==> config.mk <==
export PLATFORM = sky130hd
export DESIGN_NAME = reg_writeback_ctrl
export DESIGN_NICKNAME = d
export VERILOG_FILES = /design/src/rtl/reg_writeback_ctrl_pkg.sv /design/src/rtl/reg_writeback_ctrl_wb_load_queue.sv /design/src/rtl/reg_writeback_ctrl.sv
export SDC_FILE = /design/constraint.sdc
export NUM_CORES = 1
export LEC_CHECK = 0
export CAP_MARGIN = 10
export CORE_ASPECT_RATIO = 0.6
export CORE_MARGIN = 10
export CORE_UTILIZATION = 53
export CTS_CLUSTER_SIZE = 20
export DETAILED_ROUTE_END_ITERATION = 6
export PLACE_DENSITY_LB_ADDON = 0.3
export SLEW_MARGIN = 20
export SYNTH_ARGS = -nofsm -noshare
export SYNTH_HDL_FRONTEND = slang
export SYNTH_SLANG_ARGS = --single-unit
export TNS_END_PERCENT = 30
==> constraint.sdc <==
create_clock -name clk -period 3.9 [get_ports clk]
set_clock_uncertainty 0.15 [all_clocks]
set_input_delay 0.78 -clock clk [delete_from_list [all_inputs] [get_ports clk]]
set_output_delay 0.78 -clock clk [all_outputs]
set_load 0.005 [all_outputs]
==> src/rtl/reg_writeback_ctrl_pkg.sv <==
// Shared types and constants for the register-file write-back controller:
// data/index widths, architectural register names and the write request record.
package reg_writeback_ctrl_pkg;

    localparam int DATA_W   = 10;
    localparam int ADDR_W   = 3;
    localparam int NUM_REGS = 8;

    localparam logic [ADDR_W-1:0] REG_S0 = 3'd0;
    localparam logic [ADDR_W-1:0] REG_S1 = 3'd1;
    localparam logic [ADDR_W-1:0] REG_S2 = 3'd2;
    localparam logic [ADDR_W-1:0] REG_S3 = 3'd3;
    localparam logic [ADDR_W-1:0] REG_T0 = 3'd4;
    localparam logic [ADDR_W-1:0] REG_T1 = 3'd5;
    localparam logic [ADDR_W-1:0] REG_RA = 3'd6;
    localparam logic [ADDR_W-1:0] REG_SP = 3'd7;

    typedef struct packed {
        logic [ADDR_W-1:0] idx;
        logic [DATA_W-1:0] data;
    } wb_req_t;

    typedef enum logic [1:0] {
        SRC_NONE = 2'd0,
        SRC_ALU  = 2'd1,
        SRC_LQ   = 2'd2,
        SRC_BYP  = 2'd3
    } wb_src_e;

endpackage

==> src/rtl/reg_writeback_ctrl_wb_load_queue.sv <==
// Synchronous FIFO of pending load write-backs; push and pop may occur in the
// same cycle. Pushes when full and pops when empty are ignored.
module wb_load_queue
    import reg_writeback_ctrl_pkg::*;
#(
    parameter int DEPTH = 2,
    localparam int PTR_W = $clog2(DEPTH),
    localparam int CNT_W = $clog2(DEPTH) + 1
) (
    input  logic             clk,
    input  logic             reset,
    input  logic             push,
    input  wb_req_t          push_req,
    input  logic             pop,
    output wb_req_t          head,
    output logic [CNT_W-1:0] count
);

    wb_req_t          mem_r [DEPTH];
    logic [PTR_W-1:0] wr_ptr_r;
    logic [PTR_W-1:0] rd_ptr_r;
    logic [CNT_W-1:0] count_r;
    logic             push_ok_s;
    logic             pop_ok_s;

    assign push_ok_s = push && (count_r != CNT_W'(DEPTH));
    assign pop_ok_s  = pop && (count_r != {CNT_W{1'b0}});
    assign head      = mem_r[rd_ptr_r];
    assign count     = count_r;

    // Pointer and occupancy update; pointers wrap naturally since DEPTH is a power of 2.
    always_ff @(posedge clk) begin
        if (!reset) begin
            wr_ptr_r <= {PTR_W{1'b0}};
            rd_ptr_r <= {PTR_W{1'b0}};
            count_r  <= {CNT_W{1'b0}};
        end else begin
            if (push_ok_s) begin
                wr_ptr_r <= wr_ptr_r + {{(PTR_W-1){1'b0}}, 1'b1};
            end else begin
                wr_ptr_r <= wr_ptr_r;
            end
            if (pop_ok_s) begin
                rd_ptr_r <= rd_ptr_r + {{(PTR_W-1){1'b0}}, 1'b1};
            end else begin
                rd_ptr_r <= rd_ptr_r;
            end
            case ({push_ok_s, pop_ok_s})
                2'b10:   count_r <= count_r + {{(CNT_W-1){1'b0}}, 1'b1};
                2'b01:   count_r <= count_r - {{(CNT_W-1){1'b0}}, 1'b1};
                default: count_r <= count_r;
            endcase
        end
    end

    // Entry storage, cleared on reset so stale loads never reappear.
    always_ff @(posedge clk) begin
        if (!reset) begin
            for (int i = 0; i < DEPTH; i++) begin
                mem_r[i] <= '0;
            end
        end else if (push_ok_s) begin
            mem_r[wr_ptr_r] <= push_req;
        end else begin
            mem_r[wr_ptr_r] <= mem_r[wr_ptr_r];
        end
    end

endmodule

==> src/rtl/reg_writeback_ctrl.sv <==
// Register-file write-back arbiter (ALU vs. queued loads) with starvation stall
// and pending-write scoreboard. Optional load bypass: WB_LD_BYPASS_EN.
module reg_writeback_ctrl
    import reg_writeback_ctrl_pkg::*;
#(
    parameter int LQ_DEPTH   = 2,
    parameter int STARVE_MAX = 4,
    localparam int CNT_W = $clog2(LQ_DEPTH) + 1,
    localparam int ST_W  = $clog2(STARVE_MAX + 1)
) (
    input  logic                clk,
    input  logic                reset,
    input  logic                alu_valid,
    input  logic [ADDR_W-1:0]   alu_reg,
    input  logic [DATA_W-1:0]   alu_data,
    input  logic                ld_valid,
    output logic                ld_ready,
    input  logic [ADDR_W-1:0]   ld_reg,
    input  logic [DATA_W-1:0]   ld_data,
    input  logic                iss_valid,
    input  logic [ADDR_W-1:0]   iss_reg,
    output logic                alu_stall,
    output logic [NUM_REGS-1:0] pend_mask,
    output logic                wb_en,
    output logic [ADDR_W-1:0]   wb_reg,
    output logic [DATA_W-1:0]   wb_data,
    output logic [CNT_W-1:0]    lq_count,
    output logic                proto_err
);

    wb_req_t             lq_head_s;
    logic [CNT_W-1:0]    lq_count_s;
    logic                lq_empty_s;
    logic                lq_push_s;
    logic                lq_pop_s;
    logic                ld_xfer_s;
    wb_src_e             src_s;
    logic                sel_en_s;
    logic [ADDR_W-1:0]   sel_reg_s;
    logic [DATA_W-1:0]   sel_data_s;
    logic [ST_W-1:0]     starve_nxt_s;
    logic [NUM_REGS-1:0] pend_nxt_s;

    logic [ST_W-1:0]     starve_cnt_r;
    logic [NUM_REGS-1:0] pend_mask_r;
    logic                wb_en_r;
    logic [ADDR_W-1:0]   wb_reg_r;
    logic [DATA_W-1:0]   wb_data_r;
    logic                proto_err_r;

    wb_load_queue #(.DEPTH(LQ_DEPTH)) u_lq (
        .clk      (clk),
        .reset    (reset),
        .push     (lq_push_s),
        .push_req ('{idx: ld_reg, data: ld_data}),
        .pop      (lq_pop_s),
        .head     (lq_head_s),
        .count    (lq_count_s)
    );

    // Readiness and stall come only from registered state, never from this cycle's dequeue.
    assign lq_empty_s = (lq_count_s == {CNT_W{1'b0}});
    assign ld_ready   = (lq_count_s < CNT_W'(LQ_DEPTH));
    assign ld_xfer_s  = ld_valid && ld_ready;
    assign alu_stall  = (starve_cnt_r == ST_W'(STARVE_MAX));

    // Source selection: ALU first, then queue head, then (optionally) a direct load.
    always_comb begin
        src_s = SRC_NONE;
        if (alu_valid) begin
            src_s = SRC_ALU;
        end else if (!lq_empty_s) begin
            src_s = SRC_LQ;
        end else begin
`ifdef WB_LD_BYPASS_EN
            if (ld_xfer_s) begin
                src_s = SRC_BYP;
            end else begin
                src_s = SRC_NONE;
            end
`else
            src_s = SRC_NONE;
`endif
        end
    end

    // Write-port mux and queue control for the selected source.
    always_comb begin
        sel_en_s   = 1'b0;
        sel_reg_s  = wb_reg_r;
        sel_data_s = wb_data_r;
        lq_pop_s   = 1'b0;
        lq_push_s  = ld_xfer_s;
        case (src_s)
            SRC_ALU: begin
                sel_en_s   = 1'b1;
                sel_reg_s  = alu_reg;
                sel_data_s = alu_data;
            end
            SRC_LQ: begin
                sel_en_s   = 1'b1;
                sel_reg_s  = lq_head_s.idx;
                sel_data_s = lq_head_s.data;
                lq_pop_s   = 1'b1;
            end
            SRC_BYP: begin
                sel_en_s   = 1'b1;
                sel_reg_s  = ld_reg;
                sel_data_s = ld_data;
                lq_push_s  = 1'b0;
            end
            SRC_NONE: begin
                sel_en_s   = 1'b0;
            end
            default: begin
                sel_en_s   = 1'b0;
            end
        endcase
    end

    // Starvation counter saturates so a protocol violation keeps the stall asserted.
    always_comb begin
        starve_nxt_s = {ST_W{1'b0}};
        if (alu_valid && !lq_empty_s) begin
            if (starve_cnt_r == ST_W'(STARVE_MAX)) begin
                starve_nxt_s = starve_cnt_r;
            end else begin
                starve_nxt_s = starve_cnt_r + {{(ST_W-1){1'b0}}, 1'b1};
            end
        end else begin
            starve_nxt_s = {ST_W{1'b0}};
        end
    end

    // Scoreboard update: a new issue to r outranks a write-back to r on the same edge.
    always_comb begin
        pend_nxt_s = pend_mask_r;
        for (int r = 0; r < NUM_REGS; r++) begin
            if (iss_valid && (iss_reg == ADDR_W'(r))) begin
                pend_nxt_s[r] = 1'b1;
            end else if (sel_en_s && (sel_reg_s == ADDR_W'(r))) begin
                pend_nxt_s[r] = 1'b0;
            end else begin
                pend_nxt_s[r] = pend_mask_r[r];
            end
        end
    end

    // Registered write port, scoreboard, starvation state and sticky error.
    always_ff @(posedge clk) begin
        if (!reset) begin
            wb_en_r      <= 1'b0;
            wb_reg_r     <= {ADDR_W{1'b0}};
            wb_data_r    <= {DATA_W{1'b0}};
            pend_mask_r  <= {NUM_REGS{1'b0}};
            starve_cnt_r <= {ST_W{1'b0}};
            proto_err_r  <= 1'b0;
        end else begin
            wb_en_r      <= sel_en_s;
            wb_reg_r     <= sel_reg_s;
            wb_data_r    <= sel_data_s;
            pend_mask_r  <= pend_nxt_s;
            starve_cnt_r <= starve_nxt_s;
            proto_err_r  <= proto_err_r | (alu_valid & alu_stall);
        end
    end

    assign wb_en     = wb_en_r;
    assign wb_reg    = wb_reg_r;
    assign wb_data   = wb_data_r;
    assign pend_mask = pend_mask_r;
    assign lq_count  = lq_count_s;
    assign proto_err = proto_err_r;

endmodule

======== Word level (Yosys, flattened, before mapping) ========
Memories as Yosys holds them, arrays and structs flattened. A register that Yosys moved wholly into a read port is not among the register bits.
Cells that the tools add are included.
cells by class
  reductions and logical operators ........ 40
  magnitude comparators ................... 1
  bitwise gates (word level) .............. 3
  muxes and demuxes ....................... 37
  $add $sub $neg .......................... 5
  equality and inequality tests ........... 22
operators by type and width
  operator               count
  $pmux W10 S3           1
  $mux W1                29
  $eq A3 B3 Y1 const B   9
  $mux W13               2
  $logic_and A1 B1 Y1    20
  $reduce_bool A2 Y1     10
  $reduce_or A13 Y1      1
  $eq A3 B2 Y1 const B   4
  $pmux W3 S3            1
  $eq A2 B2 Y1 const B   3
  $eq A3 B1 Y1 const B   2
  $logic_not A3 Y1       2
  $eq A2 B1 Y1 const B   2
  $logic_not A2 Y1       2
  $mux W2                2
  $pmux W2 S2            1
  $reduce_and A2 Y1      2
  $add A3 B1 Y3 const B  1
  $reduce_bool A3 Y1     1
  $reduce_or A3 Y1       1
  $add A1 B1 Y1 const B  2
  $add A2 B1 Y2 const B  1
  $lt A2 B2 Y1 const B   1
  $ne A2 B2 Y1 const B   1
  other kinds (6)        7
word-level totals
  output and inout bits ................... 27
  input port bits ......................... 34
  memory bits (writable) .................. 26
  word-level logic and storage cells ...... 125
  memories ................................ 1
  register bits after elaboration ......... 30
memory list
  memory      words  width  read ports  clocked after Yosys merged registers in  write ports  RTL line                                source
  u_lq.mem_r  2      13     1           1                                        2            reg_writeback_ctrl_wb_load_queue.sv:19  wb_req_t mem_r [DEPTH];

======== Longest topological paths before layout ========
  word-level depth ........................ 13
  depth in mapped cells ................... 7

======== Hierarchy ========
Synthesis repeated with hierarchy kept, for this count alone.
unflattened totals
  cells, all modules ...................... 259
  area, all modules ....................... 2,616.3 um2
modules (own cells, without submodules)
  module              instances  seq. area each (um2)  cells an instance  area an instance (um2)
  wb_load_queue       1          880.8                 107                1,338.8
  reg_writeback_ctrl  1          520.5                 152                1,277.5

======== Worst setup path before layout ========
No wires, ideal clock.
  path type ............................... input to register
  start ................................... input ld_valid
  end ..................................... memory u_lq.mem_r[0][0] in the netlist's numbering (enable)
  cell stages on the path ................. 3
  data required time ...................... 3.349 ns
  path buffers ............................ 0
  arrival ................................. 1.999 ns
  slack ................................... 1.350 ns
  cell sequence ........................... nor2b_2 > inv_1 > o21ai_0
RTL lines
  element             RTL line                                source
  start: declaration  reg_writeback_ctrl.sv:16                input logic ld_valid,
  end: declaration    reg_writeback_ctrl_wb_load_queue.sv:19

======== Worst setup path after layout ========
  start ................................... register u_lq.count_r[1] (netlist: u_lq.count[1])
  end ..................................... output lq_count[1]
RTL lines
  element                   RTL line                                source
  start: declaration        reg_writeback_ctrl_wb_load_queue.sv:22  logic [CNT_W-1:0] count_r;
  start signal: assignment  reg_writeback_ctrl_wb_load_queue.sv:36  count_r <= {CNT_W{1'b0}};
  start signal: assignment  reg_writeback_ctrl_wb_load_queue.sv:49  2'b10: count_r <= count_r + {{(CNT_W-1){1'b0}}, 1'b1};
  start signal: assignment  reg_writeback_ctrl_wb_load_queue.sv:50  2'b01: count_r <= count_r - {{(CNT_W-1){1'b0}}, 1'b1};
  end: declaration          reg_writeback_ctrl.sv:27                output logic [CNT_W-1:0] lq_count,
No word-level cell between the ends.

==> qor.yml <==
antenna_found_initial: 0
synthToLayoutAreaGrowth_pct: 31.3
cts_num_sinks: 57
cp_max_fo: 19
final_cells: 373
dr.pass1.iters: 4
ir_drop_mv: 0.294
layout.nets: 342
synth_top_cell_by_area: "edfxtp_1"
crit_path_start_kind: "flip-flop"
period_minus_slack_ns: 2.67
synthArstFlopShare: 0
path_clk_slew_ns: 0.06
dp_hpwl_mm: 4.73
synth_ff_type: "dfxtp_1"
setup.worst_path.end_class: "primary output"
slowest_delay_ns: 0.77
synthesis.area_sq_mm: 0.00263
setup_violations: 0
dr_total_vias: 2087
gp_congestion: 0.794
crit_family: "flip-flops"
grt_pass1_wl_mm: 10.5
regMostFlops: "u_lq.mem_r"
rows: 19
ctsLongestPathBuffers: 2
cts_tree: "built"
cap_violations: 0
crit_type: "flip-flop to primary output"
ys_seq_elements: 57
drtIter0Drc: 211
num_io_pins: 61
die_w_microns: 111
fin_tns_setup_ns: 0
fin_util: 0.736
placedCellCount: 357
outcome: "complete, no violations"
rsz0062_at_grt: "false"
yosys_warnings: 0
power_density_mw_per_mm2: 590
start_util: 0.561
maxSlewViolCount: 0
place_area_sq_mm: 0.00324
cts_made_buffers: 9
max_freq_mhz: 374
design_area_sq_mm: 0.00345
synth_area_leaders: "edfxtp_1 30%, dfxtp_1 24%, and2_1 6.2%, mux2i_1 4.6%, a211o_1 3.3%"
clk_latency_ns: 0.34
grt_use_total: 0.160
fp.dieH_microns: 74.5
wl_mm: 6.63
required_ns: 2.97
grt_pass1_vias: 1979
remaining_drc_errors: 0
post_drt_wl_per_cell_microns: 17.8
hp-class: "flip-flop to flip-flop"
diodes: 0
largest_reg_flops: 26
cts_root_buffer: "clkbuf_8"
syn_inst: 249
seq_area_frac_synth: 0.534
crit_path_top_delay_cell: "dfxtp_1"
postCtsSetupRepairBufs: 0
port_buffers: 60
worst_slew_pin_slew_ns: 0.742
synthTopCellsByCount: "31 x dfxtp_1, 26 x and2_1, 26 x edfxtp_1, 16 x nand2_1, 13 x nor2_1"
cts_resized: 0
design.core.area_sq_mm: 0.00468
synth_nets: 286
hold_viol_final: 0
synth-edff-count: 26
htreeDepth: 3
fin_crit_sh: 0.685
drt-vias-per-instance: 5.60
place_ws_ns: 0.952
crit_chain: "clkdlybuf4s50_1"
yosysMostFrequentCell: "dfxtp_1"
ys_types: 44
overflow: 0
synth_top_area_frac: 0.297
grt_max_degree: 34
p_leak_nw: 1.29
timing.slew.headroom: 0.505
cp.arrival_ns: 1.74
drive_gt1_frac: 0.0806
holdBufCountCts: 0
path_buf_inv: 1
antenna_left: 0
die_area_sq_mm: 0.00826
worst_slack_ns: 1.23
syn_avg_cell_area_sq_um: 10.5
==> final timing paths <==
check / startpoint / end / slack (ns) / cells after the start
worst max register to register: u_lq.count[1] / u_lq.mem_r[1][5] / 1.63 / 3
worst min-delay path: proto_err / proto_err / 0.32 / 2
worst min register to register: proto_err / proto_err / 0.32 / 2
worst max-delay path: u_lq.count[1] / lq_count[1] / 1.23 / 1
==> layout make-up <==
class | instances | area, sq um
Sequential cell | 57 | 1400
Clock inverter | 7 | 85.1
Inverter | 11 | 41.3
Tap cell | 63 | 78.8
Multi-Input combinational cell | 162 | 1090
Timing Repair Buffer | 64 | 631
Clock buffer | 9 | 124
Fill cell | 337 | 1230
==> cells in the final DEF, fill, tap and decap left out, types with 2 or more instances in the layout <==
master,count
clkdlybuf4s50_1,60
clkinv_1,2
nor4_1,2
nand2_1,16
inv_1,10
a221oi_2,2
clkbuf_8,9
nor4bb_1,3
nor3_1,11
and4b_1,3
xnor2_1,4
nor2_1,13
a221o_1,2
nor2b_1,3
nand3_1,6
and2_1,26
o21ai_0,8
edfxtp_1,26
a21oi_1,12
mux2i_1,12
dfxtp_1,31
clkinv_2,2
ha_1,3
a211o_1,10
buf_4,4
bufinv_16,2
a41oi_1,8
==> per-layer routing <==
| metal | global-route usage | wire [microns] | vias to the layer above |
|---|---|---|---|
| met5 | 0 | 0 | - |
| met4 | 0.0603 | 65 | 0 |
| met3 | 0.0643 | 568 | 7 |
| met2 | 0.218 | 2770 | 88 |
| met1 | 0.221 | 3220 | 983 |
| li1 | - | - | 1009 |
==> report_power, final <==
group,internal (mW),leakage (nW),switching (mW)
clock,0.352,0.104,0.231
sequential,0.738,0.530,0.123
combinational,0.304,0.653,0.287
==> logic make-up after synthesis <==
kind of cell	Yosys count	share of synthesized area
simple gates	92	0.196
flops	57	0.534
compound gates	49	0.137
buf+inv	30	0.0524
mux	13	0.0500
xor+xnor	5	0.0167
fa+ha+maj	3	0.0143
==> stage by stage <==
step | power, mW | hold slack, ns
finish | 2.03 | 0.319
global placement | 1.43 | 0.297
global route | 2.15 | 0.363
floorplan | 1.24 | 0.311
CTS | 2.04 | 0.326
detailed placement | 1.45 | 0.311
(Power assumes the default switching activity.)
